**config.mk**
```make
export PLATFORM = sky130hd
export DESIGN_NAME = serial_addsub
export DESIGN_NICKNAME = d
export VERILOG_FILES = /design/src/rtl/serial_addsub_pkg.sv /design/src/rtl/serial_addsub_fas.sv /design/src/rtl/serial_addsub.sv
export SDC_FILE = /design/constraint.sdc
export NUM_CORES = 1
export LEC_CHECK = 0
export ABC_AREA = 1
export CAP_MARGIN = 20
export CORE_MARGIN = 5
export CORE_UTILIZATION = 62
export DETAILED_ROUTE_END_ITERATION = 7
export DONT_BUFFER_PORTS = 1
export PLACE_DENSITY = 0.84
export RECOVER_POWER = 100
export SYNTH_ARGS = -nofsm -noshare
export SYNTH_HDL_FRONTEND = slang
export SYNTH_SLANG_ARGS = --single-unit
```
**constraint.sdc**
```tcl
create_clock -name clk -period 4.8 [get_ports clk]
set_clock_uncertainty 0.2 [all_clocks]
set_input_delay 0.72 -clock clk [delete_from_list [all_inputs] [get_ports clk]]
set_output_delay 0.72 -clock clk [all_outputs]
set_load 0.005 [all_outputs]
```
**src/rtl/serial_addsub_pkg.sv**
```systemverilog
// Shared types and opcode encodings for the bit-serial adder/subtractor.
package serial_addsub_pkg;
  typedef enum logic [1:0] {IDLE, RUN, DONE} state_t;
  localparam logic OP_ADD = 1'b1;
  localparam logic OP_SUB = 1'b0;
endpackage

```
**src/rtl/serial_addsub_fas.sv**
```systemverilog
// 1-bit full adder cell; subtraction is formed by the caller inverting b and seeding carry.
module serial_addsub_fas (
  input  logic i_a,
  input  logic i_b,
  input  logic i_ci,
  output logic o_s,
  output logic o_co
);
  assign o_s  = i_a ^ i_b ^ i_ci;
  assign o_co = (i_a & i_b) | (i_ci & (i_a ^ i_b));
endmodule

```
**src/rtl/serial_addsub.sv**
```systemverilog
// Bit-serial N-bit two's-complement add/subtract with carry-out and signed overflow.
module serial_addsub
  import serial_addsub_pkg::*;
#(
  parameter int N = 8
) (
  input  logic         clk,
  input  logic         rst_n,
  input  logic         start,
  input  logic [N-1:0] a,
  input  logic [N-1:0] b,
  input  logic         a_ns,
  output logic         busy,
  output logic         done,
  output logic [N-1:0] s,
  output logic         cout,
  output logic         ovf
);
  localparam int CNT_W = (N > 1) ? $clog2(N) : 1;

  state_t           r_state;
  logic [N-1:0]     r_a, r_b, r_sh;
  logic             r_ns, r_carry, r_cmsb, r_last;
  logic [CNT_W-1:0] r_idx;
  logic             w_ai, w_bi, w_sum, w_co;

  assign w_ai = r_a[r_idx];
  assign w_bi = r_b[r_idx] ^ ~r_ns;

  serial_addsub_fas u_fas (
    .i_a  (w_ai),
    .i_b  (w_bi),
    .i_ci (r_carry),
    .o_s  (w_sum),
    .o_co (w_co)
  );

  // After the MSB is processed, RUN holds one extra cycle (r_last) before DONE,
  // so busy covers exactly the N bit cycles and done lands N+1 edges after start.
  always_ff @(posedge clk or negedge rst_n) begin
    if (!rst_n) begin
      r_state <= IDLE;
      r_a     <= '0;
      r_b     <= '0;
      r_sh    <= '0;
      r_ns    <= 1'b0;
      r_carry <= 1'b0;
      r_cmsb  <= 1'b0;
      r_last  <= 1'b0;
      r_idx   <= '0;
      busy    <= 1'b0;
      done    <= 1'b0;
      s       <= '0;
      cout    <= 1'b0;
      ovf     <= 1'b0;
    end else begin
      done <= 1'b0;
      case (r_state)
        IDLE, DONE: begin
          if (start) begin
            r_a     <= a;
            r_b     <= b;
            r_ns    <= a_ns;
            r_idx   <= '0;
            r_carry <= (a_ns == OP_SUB);
            r_last  <= 1'b0;
            busy    <= 1'b1;
            r_state <= RUN;
          end else begin
            r_state <= IDLE;
          end
        end
        RUN: begin
          if (!r_last) begin
            r_sh    <= {w_sum, r_sh[N-1:1]};
            r_carry <= w_co;
            if (r_idx == CNT_W'(N-1)) begin
              r_cmsb <= r_carry;
              r_last <= 1'b1;
              busy   <= 1'b0;
            end else begin
              r_idx <= r_idx + 1'b1;
            end
          end else begin
            r_last  <= 1'b0;
            r_state <= DONE;
            done    <= 1'b1;
            s       <= r_sh;
            cout    <= r_carry;
            ovf     <= r_cmsb ^ r_carry;
          end
        end
        default: r_state <= IDLE;
      endcase
    end
  end
endmodule
```
* Yosys cells after proc, flatten, opt, wreduce, memory -nomap -nowiden
Cells that the tools add are included.
Word-level totals: logic and storage cells 69, register bits 45, input bits 20
Operators by class: eq/ne operators 8, $lt $le $gt $ge 1, add/sub/neg operators 1, reductions and logical operators 11, muxes and demuxes 24, bitwise operators 10
Operators with widths (number):
- 1-bit 2-to-1 mux | 13
- 2-bit inequality test (second input constant) | 5
- 3-bit 2-to-1 mux | 3
- 2-bit AND reduction | 4
- 4-bit AND reduction | 2
- 1-bit binary-select mux with 3-bit select | 2
- 1-bit one-hot mux with 2 select lines | 3
- 3-bit one-hot mux with 2 select lines | 1
- 3-bit AND reduction | 2
- 3-bit by 4-bit < comparator with 1-bit output (second input constant) | 1
- 2-bit one-hot mux with 2 select lines | 1
- 1-bit bitwise XOR | 4
- 3-bit by 1-bit adder with 3-bit output (second input constant) | 1
- 3-bit equality test (second input constant) | 1
- 1-bit inverter | 3
- 1-bit AND | 2
- 2-bit by 1-bit equality test with 1-bit output (second input constant) | 1
- 2-bit equality test (second input constant) | 1
- 2-bit zero test | 1
- 2-bit 2-to-1 mux | 1
- 2-bit nonzero test | 1
- 2-bit OR reduction | 1
- 1-bit bitwise OR | 1

* Depth between registers and ports, before layout
word-level depth 8, depth in mapped cells 11, depth with buffers taken out 11

* Cells and area by module
A second synthesis with hierarchy kept.
Unflattened totals: cells, all modules 212, area, all modules 1941.9 µm²
Modules (own cells, without submodules):
- serial_addsub | times used 1, sequential area each 1126.1 µm², cells an instance 211, area each 1921.8 µm²
- serial_addsub_fas | times used 1, sequential area each 0.0 µm², cells an instance 1, area each 20.0 µm²

* Least setup slack after synthesis
OpenSTA, ideal clock, no wires.
path kind register to register, start register r_idx[0], end register r_sh[7], path buffers 1, setup time 121 ps, arrival 1426 ps, data required time 4479 ps, path slack 3054 ps, clock period less this slack 1746 ps, stages on the path, launching flop included 10, path through dfrtp_1 > buf_2 > nand2_1 > nand3_1 > nand3_1 > nand2_1 > nand2_1 > nand2_1 > fa_1 > o21ai_1
Between the ends: word-level cells in the longest chain between the ends 5, elaborated cells between the ends (all ways) 7, classes of those cells mux: 4; bitwise: 3
Ends and longest elaborated chain:
- from (decl) | line serial_addsub.sv:24 | logic [CNT_W-1:0] r_idx;
- from (signal assigned) | line serial_addsub.sv:82 | r_idx <= r_idx + 1'b1;
- 1-bit binary-select mux with 3-bit select | line serial_addsub.sv:28 | assign w_bi = r_b[r_idx] ^ ~r_ns;
- 1-bit 2-to-1 mux (implied by the code) | line serial_addsub.sv:28
- 1-bit bitwise XOR | line serial_addsub.sv:28
- 1-bit bitwise XOR * (2 in a row) | line serial_addsub_fas.sv:9 | assign o_s = i_a ^ i_b ^ i_ci;
- to (signal assigned) | line serial_addsub.sv:75 | r_sh <= {w_sum, r_sh[N-1:1]};
- to (decl) | line serial_addsub.sv:22 | logic [N-1:0] r_a, r_b, r_sh;
Mark *: on every way between the ends. The rest lies on a longest branch, timed or not. The select of a mux whose other input is x is not followed. A chain may end at the register's enable or synchronous reset.

* Final worst setup path
start register r_state[0], end register r_idx[0]
Between the ends: word-level cells in the longest chain between the ends 4, elaborated cells between the ends (all ways) 10, classes of those cells eq/ne: 5; mux: 1; reduce/logical: 4
Ends and longest elaborated chain:
- from (decl) | line serial_addsub.sv:21 | state_t r_state;
- from (signal assigned) | line serial_addsub.sv:42 | r_state <= IDLE;
- from (signal assigned) | line serial_addsub.sv:68 | r_state <= RUN;
- from (signal assigned) | line serial_addsub.sv:70 | r_state <= IDLE;
- 2-bit equality test / 2-bit zero test (equally long branches) | line serial_addsub.sv:58 | case (r_state)
- 2-bit OR reduction | line serial_addsub.sv:58
- 2-bit inequality test (no line) / 2-bit nonzero test (equally long branches)
- 4-bit AND reduction (no line)
Several ways; a longest one is shown, not always the timed one.

==> out/metrics.csv <==
stage,metric,value,unit
run_status,status,"complete, no violations",
placement,placed cell count,257,
setup_path,"delay-heaviest family, CP",buffers and inverters,
setup_path,CP Buf/Inv Count,2,
cells_and_area,fin cells,267,
setup_path,nature of the critical path endpoint,flop,
global_routing,M1 GR Usage,0.202,
clock_network,clock sink count,45,
clock_network,CTS resizes,0,
sta,unrepaired setup endpoints after global routing,false,
global_routing,met2 Usage GRT,0.305,
setup_path,CP Max Fanout,21,
synth,Post-synth EDFFs,0,
route,drt first pass iters,4,
global_routing,global-route wire length before repair,5910,um
setup_path,worst path required time,4.84,ns
sta,fin crit share,0.467,
sta,Highest Clock Rate,0.446,GHz
synth,cell area after synthesis,1950,um^2
hold_path,HP Class,in2reg,
setup_path,startpoint type of the worst setup path,flop,
die,io pins,32,
sta,Final Hold Fails,0,
route,DRT iter0 DRCs,70,
job,max-cap check violation count,0,
sta,# setup viols final,0,
global_routing,largest net degree at the start of global routing,46,
clock_network,Post CTS Setup Buffer Count,0,
placement,routability congestion estimate,0.743,
sta,Rel. slew slack,0.576,
power_and_ir_drop,IR Drop Worst-Case VDD,0.313,mV
clock_network,Clock Tree Root,clkbuf_4,
die,Rows,20,
setup_path,Crit Path Category,reg2reg,
setup_path,"Slowest-stage cell, CP",inv_1,
synth,Unique masters post-synth,20,
clock_network,CTS tree,done,
global_routing,initial antenna violation count,0,
route,DRT antenna net count,0,
sta,Worst Tran Pin Value,0.634,ns
synth,Mapped Cells,220,
die,Initial Util,0.643,
power_and_ir_drop,combinational power share,0.312,
cells_and_area,area delta synth->final,4.62,%
global_routing,M3 GR Usage,0.0442,
cells_and_area,Diodes inserted,0,
power_and_ir_drop,Psw,476,uW
synth,"flops & latches, synth",45,
synth,post-synth net total,243,
setup_path,"Cell Chain, Critical Path",inv_1 -> nand2_1 -> inv_1 -> o21ai_0 -> nand2_1 -> o21ai_0,
global_routing,GRT Total Usage,0.181,
sta,Final Max Tran Viols,0,
power_and_ir_drop,leakage,1.06,nW
synth,Synth warnings,0,
global_routing,vias in the first global route,1450,
synth,"Avg Cell Area, Syn",8.86,um^2
clock_network,clock-pin slew of the registers on the worst-case setup and hold paths,0.12,ns
clock_network,Worst-Skew Late Latency,0.36,ns
global_routing,Overflow after GRT,0,
clock_network,CTS Buffer Depth,2,
die,die area,4360,um^2
die,Die Ht,66.1,um
synth,synth top area cells,"dfrtp_1, nand2_1, o21ai_1, inv_1, o21ai_0",
synth,register area share after synthesis,0.578,
cells_and_area,share of layout cells above drive strength 1,0.0493,
sta,setup TNS,0,ns
placement,IO buf count,0,
cells_and_area,Nets,245,
power_and_ir_drop,switching share of power,0.367,
route,vias,1341,
clock_network,Post-CTS Hold Fix Bufs,2,
setup_path,"slowest stage delay, CP",0.56,ns
die,die width,66.1,um
synth,Most used DFF post-synth,dfrtp_1,
synth,synth cell count leaders,"nand2_1, dfrtp_1, o21ai_1",
route,DRT Wirelength,3180,um
synth,largest area contributor in the netlist,dfrtp_1,
route,wire per inst,11.9,um
synth,most common cell in the netlist,nand2_1,
clock_network,cts bufs inserted,5,
placement,detailed-placement wirelength estimate,2200,um
route,DRC viols,0,
power_and_ir_drop,clock share of power,0.184,
die,core area,3030,um^2
global_routing,busiest grt layer,met2,
synth,Synth async-reset ratio,1.00,
cells_and_area,filler cell count in the final layout,264,
power_and_ir_drop,internal power,821,uW
power_and_ir_drop,PwrDens,636,nW/um^2
sta,fin crit period,2.24,ns
synth,top cell type's share of synthesized area,0.578,
power_and_ir_drop,Flop pwr share,0.504,
clock_network,H-tree levels,2,
route,vias per cell,5.02,
setup_path,Critical Path AT,2.28,ns
## worst paths after layout
check / from / cells after the start / slack, ns / endpoint
min: a[7] / 2 / 0.26 / r_a[7]
max: r_state[0] / 6 / 2.56 / r_idx[0]
min in group asynchronous: rst_n / 2 / 0.61 / s[5]
min reg2reg: r_a[2] / 2 / 0.29 / r_a[2]
max in group asynchronous: rst_n / 2 / 3.59 / cout
max reg2reg: r_state[0] / 6 / 2.56 / r_idx[0]
## flip-flops by register name, summed over array words and instances, names as in the netlist, 2 cells and up
register / cells
r_b: 8
r_sh: 8
r_state: 2
s: 8
r_a: 8
r_idx: 3
## cell type report
type,count,area [um^2],share of cell area
inverters,21,78.8,0.0387
repair buffers,2,30.0,0.0147
multi-input cells,147,663,0.325
clock buffers,7,55.1,0.0270
flip-flops and latches,45,1130,0.552
well taps,44,55.1,0.0270
clock inverters,1,30.0,0.0147
## cells by family (layout without fill, tap and decap cells)
logic type                 Yosys count  after routing  share of synthesized area
AOI/OAI and AO/OA                   36             36                     0.0996
xor gates and xnor gates             1              1                    0.00450
DFF                                 45             45                      0.578
buffers and inverters               28             31                     0.0668
adders and majority gates            3              3                     0.0231
and+or+nand+nor                    107            107                      0.228
## per-layer routing
| metal | up-vias | routed length [um] |
|---|---|---|
| met4 | 0 | 85 |
| met2 | 29 | 1560 |
| li1 | 693 | - |
| met3 | 10 | 180 |
| met5 | - | 0 |
| met1 | 609 | 1360 |
## cells in the final DEF, fill, tap and decap left out, drive strengths merged, types with 2 or more instances in the layout
| cell | count |
|---|---|
| nand2 | 91 |
| dfrtp | 45 |
| o21ai | 31 |
| inv | 21 |
| nand3 | 9 |
| nor2 | 7 |
| clkbuf | 7 |
| o211ai | 3 |
| ha | 2 |
## through the flow
step	hold WS, ns	cell area (um^2)	setup slack [ns]	total power, mW	util
6_report	0.259	2040	2.56	1.30	0.673
4_1_cts	0.250	2070	2.69	1.35	0.683
5_1_grt	0.254	2040	2.26	1.43	0.673
3_5_place_dp	0.225	1950	2.76	1.10	0.645
2_1_floorplan	0.224	1950	3.05	1.02	-
3_3_place_gp	0.225	1950	2.85	1.08	0.645
## power groups by stage
stage                     combinational, mW  sequential (mW)  clock, mW
after floorplan                       0.394            0.626          0
final                                 0.404            0.654      0.238
after CTS                             0.446            0.658      0.245
after detailed placement              0.432            0.666          0
after global placement                0.418            0.661          0
after global routing                  0.497            0.675      0.262
(Power assumes the default switching activity.)
